[src/rtl/lsu_ctrl_pkg.sv]
// Shared definitions for the load/store sequencer.
//   lsu_op_e      request opcode (load / store / fence.i / illegal)
//   LS_*          RV32 funct3 width/sign encodings for loads and stores
//   lsu_state_e   sequencer FSM states
//   lsu_fault()   request legality / alignment check done at accept time
package lsu_ctrl_pkg;

  typedef enum logic [1:0] {
    OP_LOAD    = 2'b00,
    OP_STORE   = 2'b01,
    OP_FENCE   = 2'b10,
    OP_ILLEGAL = 2'b11
  } lsu_op_e;

  localparam logic [2:0] LS_B  = 3'b000;
  localparam logic [2:0] LS_H  = 3'b001;
  localparam logic [2:0] LS_W  = 3'b010;
  localparam logic [2:0] LS_BU = 3'b100;
  localparam logic [2:0] LS_HU = 3'b101;

  typedef enum logic [2:0] {
    S_IDLE,
    S_ISSUE,
    S_RDATA,
    S_FENCE,
    S_FSETTLE,
    S_RESP
  } lsu_state_e;

  // Returns 1 when the request must complete as a fault without touching memory.
  function automatic logic lsu_fault(input logic [1:0] op,
                                     input logic [2:0] funct3,
                                     input logic [1:0] addr_lo);
    logic bad;
    bad = 1'b0;
    case (op)
      OP_LOAD:  bad = (funct3 == 3'b011) || (funct3 == 3'b110) || (funct3 == 3'b111);
      OP_STORE: bad = (funct3 >= 3'b011);
      OP_FENCE: bad = 1'b0;
      default:  bad = 1'b1;
    endcase
    if ((op == OP_LOAD) || (op == OP_STORE)) begin
      // Halfword (H/HU) must be 2-byte aligned, word must be 4-byte aligned.
      if ((funct3[1:0] == 2'b01) && addr_lo[0]) bad = 1'b1;
      if ((funct3 == LS_W) && (addr_lo != 2'b00)) bad = 1'b1;
    end
    return bad;
  endfunction

endpackage

[src/rtl/lsu_ctrl_align.sv]
// Combinational lane logic for the load/store sequencer.
//   funct3    in   3   access width/sign
//   addr_lo   in   2   byte offset within the word
//   st_data   in   32  store source data (rs2)
//   ld_word   in   32  raw word read from memory
//   st_ben    out  4   store byte enables
//   st_wdata  out  32  store data replicated across lanes
//   ld_data   out  32  selected, sign/zero-extended load result
module lsu_align
  import lsu_ctrl_pkg::*;
(
  input  logic [2:0]  funct3,
  input  logic [1:0]  addr_lo,
  input  logic [31:0] st_data,
  input  logic [31:0] ld_word,
  output logic [3:0]  st_ben,
  output logic [31:0] st_wdata,
  output logic [31:0] ld_data
);

  logic [7:0]  ld_byte;
  logic [15:0] ld_half;

  always_comb begin
    st_ben   = 4'b1111;
    st_wdata = st_data;
    case (funct3)
      LS_B, LS_BU: begin
        case (addr_lo)
          2'd0:    st_ben = 4'b0001;
          2'd1:    st_ben = 4'b0010;
          2'd2:    st_ben = 4'b0100;
          default: st_ben = 4'b1000;
        endcase
        st_wdata = {4{st_data[7:0]}};
      end
      LS_H, LS_HU: begin
        st_ben   = addr_lo[1] ? 4'b1100 : 4'b0011;
        st_wdata = {2{st_data[15:0]}};
      end
      default: begin
        st_ben   = 4'b1111;
        st_wdata = st_data;
      end
    endcase
  end

  always_comb begin
    case (addr_lo)
      2'd0:    ld_byte = ld_word[7:0];
      2'd1:    ld_byte = ld_word[15:8];
      2'd2:    ld_byte = ld_word[23:16];
      default: ld_byte = ld_word[31:24];
    endcase
    ld_half = addr_lo[1] ? ld_word[31:16] : ld_word[15:0];
  end

  always_comb begin
    case (funct3)
      LS_B:    ld_data = {{24{ld_byte[7]}}, ld_byte};
      LS_BU:   ld_data = {24'h0, ld_byte};
      LS_H:    ld_data = {{16{ld_half[15]}}, ld_half};
      LS_HU:   ld_data = {16'h0, ld_half};
      default: ld_data = ld_word;
    endcase
  end

endmodule

[src/rtl/lsu_ctrl.sv]
// Load/store sequencer between the core memory stage and main_mem's data port.
// One request in flight; handles load, store, fence.i and faulting requests.
//   i_clk, i_rst                     clock, synchronous active-high reset
//   i_valid/o_ready                  request handshake (o_ready = idle)
//   i_op, i_funct3, i_addr, i_wdata  request fields
//   o_done, o_fault, o_rdata         completion pulse, fault flag, extended load data
//   o_dm_*/i_dm_rdata                main_mem data port
//   o_fence_i, i_mem_ready           fence.i pulse and main_mem ready
module lsu_ctrl
  import lsu_ctrl_pkg::*;
#(
  parameter int unsigned ADDR_W       = 14,
  parameter int unsigned FENCE_SETTLE = 2
) (
  input  logic              i_clk,
  input  logic              i_rst,
  input  logic              i_valid,
  output logic              o_ready,
  input  logic [1:0]        i_op,
  input  logic [2:0]        i_funct3,
  input  logic [31:0]       i_addr,
  input  logic [31:0]       i_wdata,
  output logic              o_done,
  output logic              o_fault,
  output logic [31:0]       o_rdata,
  output logic              o_dm_ren,
  output logic              o_dm_wen,
  output logic [3:0]        o_dm_ben,
  output logic [ADDR_W-1:0] o_dm_addr,
  output logic [31:0]       o_dm_wdata,
  input  logic [31:0]       i_dm_rdata,
  output logic              o_fence_i,
  input  logic              i_mem_ready
);

  localparam int unsigned CNT_W = (FENCE_SETTLE < 1) ? 1 : $clog2(FENCE_SETTLE + 1);
  localparam logic [CNT_W-1:0] SETTLE_INIT = CNT_W'(FENCE_SETTLE);

  lsu_state_e        state, state_nxt;
  lsu_op_e           op_q;
  logic [2:0]        f3_q;
  logic [ADDR_W+1:0] addr_q;
  logic [31:0]       wdata_q;
  logic              fault_q;
  logic [CNT_W-1:0]  settle_cnt;
  logic [31:0]       rdata_q;
  logic              accept;
  logic              req_fault;

  logic [3:0]        st_ben;
  logic [31:0]       st_wdata;
  logic [31:0]       ld_data;

  // Address bits above the main_mem window are intentionally ignored.
  logic unused_addr_hi;
  assign unused_addr_hi = ^i_addr[31:ADDR_W+2];

  assign accept    = (state == S_IDLE) && i_valid;
  assign req_fault = lsu_fault(i_op, i_funct3, i_addr[1:0]);

  lsu_align u_align (
    .funct3   (f3_q),
    .addr_lo  (addr_q[1:0]),
    .st_data  (wdata_q),
    .ld_word  (i_dm_rdata),
    .st_ben   (st_ben),
    .st_wdata (st_wdata),
    .ld_data  (ld_data)
  );

  // State register
  always_ff @(posedge i_clk) begin
    if (i_rst) state <= S_IDLE;
    else       state <= state_nxt;
  end

  // Request capture, fence settle counter and load result
  always_ff @(posedge i_clk) begin
    if (i_rst) begin
      op_q       <= OP_LOAD;
      f3_q       <= '0;
      addr_q     <= '0;
      wdata_q    <= '0;
      fault_q    <= 1'b0;
      settle_cnt <= '0;
      rdata_q    <= '0;
    end else begin
      if (accept) begin
        op_q    <= lsu_op_e'(i_op);
        f3_q    <= i_funct3;
        addr_q  <= i_addr[ADDR_W+1:0];
        wdata_q <= i_wdata;
        fault_q <= req_fault;
      end
      // Loaded as fence.i is pulsed; main_mem only drops ready some cycles later,
      // so FSETTLE must not trust ready until the count has run out.
      if ((state == S_FENCE) && i_mem_ready)
        settle_cnt <= SETTLE_INIT;
      else if ((state == S_FSETTLE) && (settle_cnt != '0))
        settle_cnt <= settle_cnt - CNT_W'(1);
      if (state == S_RDATA)
        rdata_q <= ld_data;
    end
  end

  // Next-state logic
  always_comb begin
    state_nxt = state;
    case (state)
      S_IDLE: begin
        if (i_valid) begin
          if (req_fault)              state_nxt = S_RESP;
          else if (i_op == OP_FENCE)  state_nxt = S_FENCE;
          else                        state_nxt = S_ISSUE;
        end
      end
      S_ISSUE: begin
        if (i_mem_ready) state_nxt = (op_q == OP_STORE) ? S_RESP : S_RDATA;
      end
      S_RDATA:   state_nxt = S_RESP;
      S_FENCE: begin
        if (i_mem_ready) state_nxt = S_FSETTLE;
      end
      S_FSETTLE: begin
        if ((settle_cnt == '0) && i_mem_ready) state_nxt = S_RESP;
      end
      S_RESP:    state_nxt = S_IDLE;
      default:   state_nxt = S_IDLE;
    endcase
  end

  // Output logic
  always_comb begin
    o_ready    = 1'b0;
    o_done     = 1'b0;
    o_fault    = 1'b0;
    o_dm_ren   = 1'b0;
    o_dm_wen   = 1'b0;
    o_dm_ben   = '0;
    o_dm_wdata = '0;
    o_fence_i  = 1'b0;
    case (state)
      S_IDLE: o_ready = 1'b1;
      S_ISSUE: begin
        if (i_mem_ready) begin
          if (op_q == OP_STORE) begin
            o_dm_wen   = 1'b1;
            o_dm_ben   = st_ben;
            o_dm_wdata = st_wdata;
          end else begin
            o_dm_ren = 1'b1;
            o_dm_ben = '1;
          end
        end
      end
      S_FENCE: o_fence_i = i_mem_ready;
      S_RESP: begin
        o_done  = 1'b1;
        o_fault = fault_q;
      end
      default: ;
    endcase
  end

  assign o_dm_addr = addr_q[ADDR_W+1:2];
  assign o_rdata   = rdata_q;

endmodule

[config.mk]
export PLATFORM = sky130hd
export DESIGN_NAME = lsu_ctrl
export DESIGN_NICKNAME = d
export VERILOG_FILES = /design/src/rtl/lsu_ctrl_pkg.sv /design/src/rtl/lsu_ctrl_align.sv /design/src/rtl/lsu_ctrl.sv
export SDC_FILE = /design/constraint.sdc
export NUM_CORES = 1
export LEC_CHECK = 0
export ABC_CLOCK_PERIOD_IN_PS = 1900
export BUFFER_PORTS_ARGS = -buffer_cell sky130_fd_sc_hd__buf_2
export CAP_MARGIN = 25
export CELL_PAD_IN_SITES_DETAIL_PLACEMENT = 1
export CELL_PAD_IN_SITES_GLOBAL_PLACEMENT = 1
export CORE_UTILIZATION = 25
export CTS_BUF_LIST = sky130_fd_sc_hd__clkbuf_8
export DETAILED_ROUTE_END_ITERATION = 10
export PLACE_DENSITY = 0.6
export SYNTH_ARGS = -nofsm -noshare
export SYNTH_HDL_FRONTEND = slang
export SYNTH_SLANG_ARGS = --single-unit
[constraint.sdc]
create_clock -name i_clk -period 1.9 [get_ports i_clk]
set_input_delay 0.19 -clock i_clk [delete_from_list [all_inputs] [get_ports i_clk]]
set_output_delay 0.19 -clock i_clk [all_outputs]
set_load 0.03 [all_outputs]
## After elaboration in Yosys (flattened, before gate mapping)

Index checks and enable logic that the tools add are counted.

- Add/sub/neg operators: 1
- Order comparisons: 1
- Eq/ne operators: 22
- Muxes and demuxes: 37
- Reduce and logical (&&, ||, !) cells: 21

Operators with widths:

| cell | number |
|---|---|
| case mux 32 bit (4 select lines) | 1 |
| two-way mux 32 bit | 3 |
| case mux 32 bit (2 select lines) | 1 |
| case mux 8 bit (3 select lines) | 1 |
| equality test 3 bit (second input constant) | 6 |
| two-way mux 3 bit | 6 |
| two-way mux 16 bit | 1 |
| two-way mux 4 bit | 4 |
| case mux 3 bit (5 select lines) | 1 |
| two-way mux 1 bit | 13 |
| equality test 3 x 2 -> 1 bit (second input constant) | 4 |
| case mux 4 bit (3 select lines) | 1 |
| equality test 2 x 1 -> 1 bit (second input constant) | 4 |
| case mux 4 bit (2 select lines) | 1 |
| equality test 3 x 1 -> 1 bit (second input constant) | 2 |
| logical AND 1 bit | 6 |
| zero test 2 bit | 3 |
| zero test 3 bit | 2 |
| two-way mux 2 bit | 3 |
| inequality test 2 bit (second input constant) | 3 |
| nonzero test 2 bit | 3 |
| OR reduction 2 bit | 3 |
| equality test 2 bit (second input constant) | 2 |
| AND reduction 4 bit | 1 |
| 5 further kinds | 7 |

- Bits in registers: 91
- Input port bits: 105
- Output and inout bits: 88
- Logic and storage cells: 91

## Logic depth before layout (Yosys ltp)

Gate-level depths: netlist (run 1).

- Depth after elaboration: 10
- Depth in mapped cells: 7
- Depth with buffers taken out: 6

## Modules after synthesis

Synthesis (run 1) repeated with hierarchy kept, for this count alone.

- Cells, all modules: 677
- Area, all modules: 5,048.6 µm²

By module, submodules not included:

| module | instances | cells each | area an instance (µm²) | sequential area each (µm²) |
|---|---|---|---|---|
| lsu_ctrl | 1 | 488 | 3,786.1 | 1,821.7 |
| lsu_align | 1 | 189 | 1,262.5 | 0.0 |

## Worst setup path after synthesis (run 1)

No wires, ideal clock.

- Path type: reg2out
- Start point: register state[2]
- End point: output port o_dm_wdata[12]
- Arrival time: 1.639 ns
- Required time: 1.710 ns
- Slack: 0.071 ns
- Cell stages (with the launch flop): 8
- Buffers on the path: 3
- Cells stage by stage: dfxtp_1 buf_6 nor2b_4 nand3b_2 nand2b_1 buf_2 buf_2 a21oi_1

- Word-level cells in the longest chain between the ends: 2

RTL lines:

| item | line | RTL |
|---|---|---|
| from (decl) | lsu_ctrl.sv:39 | `lsu_state_e state, state_nxt;` |
| from (signal assigned) | lsu_ctrl.sv:74 | `else state <= state_nxt;` |
| equality test 3 x 1 -> 1 bit | lsu_ctrl.sv:142 | `case (state)` |
| two-way mux 32 bit | lsu_ctrl.sv:142 |  |
| to (decl) | lsu_ctrl.sv:30 | `output logic [31:0] o_dm_wdata,` |

No other way between the ends.

## Worst setup path in the final report (run 1)

- Start point: register state[0]
- End point: output port o_dm_wdata[31]

Same word-level chain as after synthesis.

==> results of run 1 <==
## cell type report
cell class / count / area (µm²)
inverter: 9 / 41.3
clock buffer: 11 / 151
tap: 229 / 287
sequential: 91 / 1830
clock inverter: 5 / 22.5
antenna: 1 / 2.50
timing repair buffer: 204 / 1250
multi-input combinational: 434 / 2420
fill: 2252 / 12000
## worst min path at each step
| stage | depth (start not counted) | end |
|---|---|---|
| after floorplan | 2 | addr_q[10] |
| after global placement | 3 | addr_q[9] |
| after detailed placement | 3 | addr_q[7] |
| after CTS | 3 | addr_q[12] |
| after global routing | 3 | addr_q[5] |
| final | 3 | wdata_q[1] |
## what timing repair did
item / CTS / global route
resized for setup: 25 / 40
endpoints found under the setup margin: 35 / 27
setup buffers: 3 / 2
hold endpoints to repair: 0 / 0
pin swaps: 1 / 0
## kinds of logic (layout without fill, tap and decap cells)
logic type      count (synthesis)  after routing  synth area share
flops                          91             91             0.399
other cells                     0              1                 0
fa+ha+maj                       1              1           0.00274
simple gates                  255            255             0.242
compound gates                156            156             0.227
buf+inv                        70            229            0.0821
mux                            20             20            0.0438
xor+xnor                        2              2           0.00383
## placed cells by master, fill, tap and decap left out, types with 2 or more instances in the layout
cell	count
nand2b_1	3
and2_1	7
dfxtp_1	87
and2_4	4
dfxtp_2	2
a211oi_2	8
buf_6	9
a21oi_2	3
nor2_1	68
nand3_1	2
buf_4	34
a21oi_1	84
nand2_1	141
xnor2_1	2
a2bb2oi_1	8
o21ai_0	5
dfxtp_4	2
a21o_1	7
nor2b_1	10
a222oi_1	7
mux2i_1	19
clkbuf_8	11
inv_1	11
buf_2	154
a211oi_1	24
nor3_1	4
buf_12	5
## sequential cells by signal, indices dropped and copies added, names as in the netlist
| signal | count |
|---|---|
| o_rdata | 32 |
| wdata_q | 32 |
| addr_q | 16 |
| f3_q | 3 |
| state | 3 |
| op_q | 2 |
| settle_cnt | 2 |
| fault_q | 1 |
## stage by stage
| stage | std cells | cell area (µm²) | worst slack, ps |
|---|---|---|---|
| 2_1_floorplan | 595 | 4570 | 70.8 |
| 3_3_place_gp | 962 | 5630 | 206 |
| 3_5_place_dp | 962 | 5630 | 140 |
| 4_1_cts | 981 | 5900 | 3.63 |
| 5_1_grt | 983 | 6000 | -31.3 |
| 6_report | 984 | 6000 | 54.0 |
## power by group
part	switching (W)	total, W	internal, W
logic	0.00101	0.00161	0.000601
registers	0.000144	0.00224	0.00210
clock network	0.000704	0.00123	0.000530
## worst register-to-register path: cells and delay by family, from the launching register on
family                 cells  cell delay [ps]
AO/OA/AOI/OAI              3              710
AND/OR/NAND/NOR            1              320
flip-flops                 1              380
buffers and inverters      1              170
## layer usage
| metal | up-vias | routed length [µm] | track usage |
|---|---|---|---|
| met2 | 152 | 7550 | 0.294 |
| met3 | 22 | 1100 | 0.0397 |
| met1 | 2218 | 7340 | 0.215 |
| met5 | - | 13 | 0 |
| met4 | 2 | 334 | 0.0720 |
| li1 | 2308 | - | - |
==> flow_metrics.py, run 1 <==
metrics = {
    "status": {
        "run_status": "finished clean",
    },
    "synthesis": {
        "synth.most_common_cell": "nand2_1",
        "ys_types": 48,
        "seq_area_frac_synth": 0.399,
        "synthTopCellsByCount": "142 x nand2_1, 91 x dfxtp_1, 86 x a21oi_1, 68 x nor2_1, 24 x a211oi_1",
        "syn_avg_cell_area_um2": 7.68,
        "synth_edf_count": 0,
        "synth.largest_area_cell": "dfxtp_1",
        "synthCells": 595,
        "synth_fp_nets": 701,
        "synth_top_area_share": 0.399,
        "yosys_warnings": 0,
        "synth-seq-cells": 91,
        "dominantRegCellSynth": "dfxtp_1",
        "synthArstFlopShare": 0,
        "synth_area_leaders": "dfxtp_1 40%, nand2_1 12%, a21oi_1 9.4%, nor2_1 5.6%, mux2i_1 4.4%",
        "synth_area_um2": 4570,
    },
    "critical_path": {
        "setup.worst_path.end_class": "output port",
        "timing.critical_path.from": "state[0]",
        "crit_family": "simple AND/OR/NAND/NOR gates",
        "reg2reg_slack_ps": 200,
        "crit_buf_inv": 2,
        "cpPeakStageDelay_ps": 330,
        "cp.depth": 6,
        "ff2ff_path_depth": 5,
        "crit_type": "reg -> out",
        "slowest_stage": "dfxtp_2",
        "critPathLaunchType": "register",
        "crit_fanout": 25,
        "cp_data_arrival_time_ps": 1660,
        "crit_chain": "nor2b_4 -> nand3b_4 -> nand2b_4 -> buf_12 -> nor2_1 -> buf_4",
        "reg2reg_to": "o_rdata[0]",
        "r2r-start": "f3_q[0]",
        "required_ps": 1710,
        "endpoint": "o_dm_wdata[31]",
    },
    "power_and_ir_drop": {
        "p_total_w": 0.00508,
        "power_density_nw_per_um2": 847,
        "peakVddDrop_mv": 0.333,
        "leakagePower_nw": 2.55,
    },
    "detailed_routing": {
        "final_antenna_net_count": 0,
        "viasPerCell": 4.78,
        "vias": 4702,
        "drt-initial-drc-count": 148,
        "dr.pass1.iters": 4,
        "wl_per_cell_um": 16.6,
        "routed_wl_um": 16300,
        "route.detailed.drc": 0,
    },
    "worst_hold_path": {
        "hold_path.startpoint": "i_wdata[1]",
        "hold_path.class": "in -> reg",
    },
    "sta": {
        "rsz0062_at_grt": "true",
        "min_period_over_period": 0.972,
        "skew_ps": 9.11,
        "fin_crit_ps": 1850,
        "fmax_ghz": 0.542,
        "hold_violations": 0,
        "drv_slew": 0,
        "relSlewSlack": 0.560,
        "tightest_slew_ps": 660,
        "finalSetupTns_ps": 0,
        "hold_ws_ps": 43.8,
        "final-setup-viol-count": 0,
    },
    "finish": {
        "nets": 855,
        "syn2layout_area_growth_pct": 31.4,
        "utilization": 0.334,
        "drive_above_1_share": 0.332,
    },
    "clocking": {
        "postCtsHoldBufs": 0,
        "clockBufferDepth": 2,
        "cts-buffers-inserted": 9,
        "cts_tree": "built",
        "cts.sinks": 91,
        "ctsRootBufferMaster": "clkbuf_8",
        "clk_latency_ps": 370,
        "htreeDepth": 3,
        "clk_pin_slew_ps": 90,
    },
    "placed_design": {
        "port_buffers": 176,
        "gp_congestion": 0.839,
        "dp_hpwl_um": 12100,
    },
    "grt": {
        "grt_pass1_wl_um": 25200,
        "grt_pass1_vias": 4960,
        "grt_usage": 0.175,
        "grt_max_degree": 54,
        "grt-ovfl-total": 0,
        "antenna_found_initial": 1,
    },
    "die": {
        "pin_count": 193,
        "die_w_um": 137,
        "dieArea_um2": 18800,
        "rows": 49,
        "die_y_um": 137,
        "fp.coreArea_um2": 18000,
        "initial_core_util": 0.254,
    },
    "run": {
        "cap_violations": 0,
    },
}
Power figures use the tool's default switching activity.
==> run 2: changes to the inputs <==
--- a/config.mk
+++ b/config.mk
@@ -11,7 +11,6 @@
 export CELL_PAD_IN_SITES_DETAIL_PLACEMENT = 1
 export CELL_PAD_IN_SITES_GLOBAL_PLACEMENT = 1
 export CORE_UTILIZATION = 25
-export CTS_BUF_LIST = sky130_fd_sc_hd__clkbuf_8
 export DETAILED_ROUTE_END_ITERATION = 10
 export PLACE_DENSITY = 0.6
 export SYNTH_ARGS = -nofsm -noshare
==> flow_metrics.py, run 2 (same netlist as run 1, synthesis figures left out) <==
metrics = {
    "die": {
        "dieArea_um2": 18800,
        "pin_count": 193,
        "die_w_um": 137,
        "die_y_um": 137,
        "initial_core_util": 0.254,
        "rows": 49,
        "fp.coreArea_um2": 18000,
    },
    "placed_design": {
        "place_inst": 962,
        "port_buffers": 176,
        "gp_congestion": 0.839,
        "dp_hpwl_um": 12100,
        "place_ws_ps": 140,
    },
    "finish": {
        "utilization": 0.338,
        "layout_commonest_cell": "buf_2",
        "nFillCells": 2249,
        "nets": 855,
        "syn2layout_area_growth_pct": 32.9,
        "finalNonFillerCells": 984,
        "layout_common_cells": "160 x buf_2, 141 x nand2_1, 87 x dfxtp_1, 84 x a21oi_1, 68 x nor2_1",
        "drive_above_1_share": 0.328,
    },
    "grt": {
        "grt-ovfl-total": 0,
        "grt_usage": 0.175,
        "grt_pass1_wl_um": 25200,
        "antenna_found_initial": 1,
        "grt_pass1_vias": 4922,
        "grt_max_degree": 54,
    },
    "power_and_ir_drop": {
        "seq_power_share": 0.404,
        "internal_power_w": 0.00366,
        "combPwrFrac": 0.288,
        "leakagePower_nw": 2.57,
        "peakVddDrop_mv": 0.440,
        "net-switching-power_w": 0.00190,
        "power_density_nw_per_um2": 916,
        "swShare": 0.341,
        "clock_power_share": 0.308,
    },
    "sta": {
        "relSlewSlack": 0.562,
        "drv_slew": 0,
        "setup_ws_ps": 62.1,
        "final-setup-viol-count": 0,
        "tightest_slew_ps": 657,
        "fmax_ghz": 0.544,
        "fin_crit_ps": 1840,
        "hold_violations": 0,
        "skew_ps": 7.39,
        "rsz0062_at_grt": "true",
        "min_period_over_period": 0.967,
    },
    "detailed_routing": {
        "vias": 4712,
        "drt-initial-drc-count": 145,
        "dr.pass1.iters": 4,
        "viasPerCell": 4.79,
        "routed_wl_um": 16300,
        "route.detailed.drc": 0,
        "final_antenna_net_count": 0,
        "wl_per_cell_um": 16.5,
    },
    "critical_path": {
        "required_ps": 1710,
        "crit_buf_inv": 2,
        "cpPeakStageDelay_ps": 320,
        "crit_type": "reg -> out",
        "crit_chain": "nor2b_4 -> nand3b_4 -> nand2b_4 -> buf_12 -> nor2_1 -> buf_4",
        "crit_family": "simple AND/OR/NAND/NOR gates",
        "cp_data_arrival_time_ps": 1650,
        "critPathLaunchType": "register",
        "slowest_stage": "dfxtp_2",
        "crit_fanout": 25,
        "setup.worst_path.end_class": "output port",
    },
    "clocking": {
        "cts_tree": "built",
        "cts-buffers-inserted": 9,
        "clk_latency_ps": 340,
        "cts.sinks": 91,
        "clk_pin_slew_ps": 70,
        "ctsRootBufferMaster": "clkbuf_16",
        "htreeDepth": 3,
        "clockBufferDepth": 2,
    },
    "worst_hold_path": {
        "hold_path.class": "in -> reg",
    },
    "status": {
        "run_status": "finished clean",
    },
    "run": {
        "cap_violations": 0,
    },
}
run 2: changes by cell type in the layout (fill, tap and decap cells not counted), moves of 2 or more:
cell / before / now
buf_6: 9 / 7
clkbuf_16: 0 / 9
clkbuf_1: 0 / 4
inv_1: 11 / 7
buf_4: 34 / 30
buf_2: 154 / 160
clkbuf_8: 11 / 2
and2_4: 4 / 1
and2_1: 7 / 10
run 2: path summary, 6_finish.rpt:
check	slack, ps	startpoint	cells past startpoint	to
worst max-delay path	60	state[0]	6	o_dm_wdata[31]
worst min-delay path	80	i_addr[5]	3	addr_q[5]
worst max register to register	180	f3_q[0]	5	o_rdata[0]
worst min register to register	460	addr_q[9]	2	addr_q[9]
run 2: cell type report:
| cell class | instances | area (µm²) | area share |
|---|---|---|---|
| clock inverter | 1 | 7.51 | 0.00124 |
| tap | 229 | 287 | 0.0472 |
| antenna | 1 | 2.50 | 0.000412 |
| multi-input combinational | 434 | 2410 | 0.397 |
| clock buffer | 15 | 268 | 0.0441 |
| timing repair buffer | 204 | 1230 | 0.202 |
| inverter | 9 | 38.8 | 0.00639 |
| sequential | 91 | 1830 | 0.301 |
run 2: stage by stage:
step | hold slack (ps) | setup TNS, ps | cell area (µm²) | power, W
2_1_floorplan | 326 | 0 | 4570 | 0.00335
3_3_place_gp | 433 | 0 | 5630 | 0.00381
3_5_place_dp | 440 | 0 | 5630 | 0.00386
4_1_cts | 65.6 | 0 | 5980 | 0.00562
5_1_grt | 85.3 | -107 | 6070 | 0.00589
6_report | 80.8 | 0 | 6070 | 0.00556
run 2: layer usage:
layer,track usage,wire length (µm),up-vias
met4,0.0665,297,2
met5,0,13,-
met3,0.0379,973,21
met2,0.292,7520,143
li1,-,-,2308
met1,0.219,7480,2238
run 2: power groups by stage:
| stage | clock, W | sequential, W | combinational [W] |
|---|---|---|---|
| global route | 0.00186 | 0.00227 | 0.00176 |
| finish | 0.00171 | 0.00225 | 0.00160 |
| detailed placement | 0 | 0.00229 | 0.00157 |
| global placement | 0 | 0.00228 | 0.00154 |
| CTS | 0.00177 | 0.00225 | 0.00160 |
| floorplan | 0 | 0.00234 | 0.00101 |
run 2: tightest hold or removal path: cells and delay by family:
kind                   cells  cell delay [ps]
buffers and inverters      1              100
AO/OA/AOI/OAI              1               50
AND/OR/NAND/NOR            1               50
run 2: repair_timing:
item,in CTS,in global routing
pin swaps,1,0
gates resized for setup,19,27
setup buffers,2,3
hold buffers,0,0
endpoints found under the setup margin,34,32
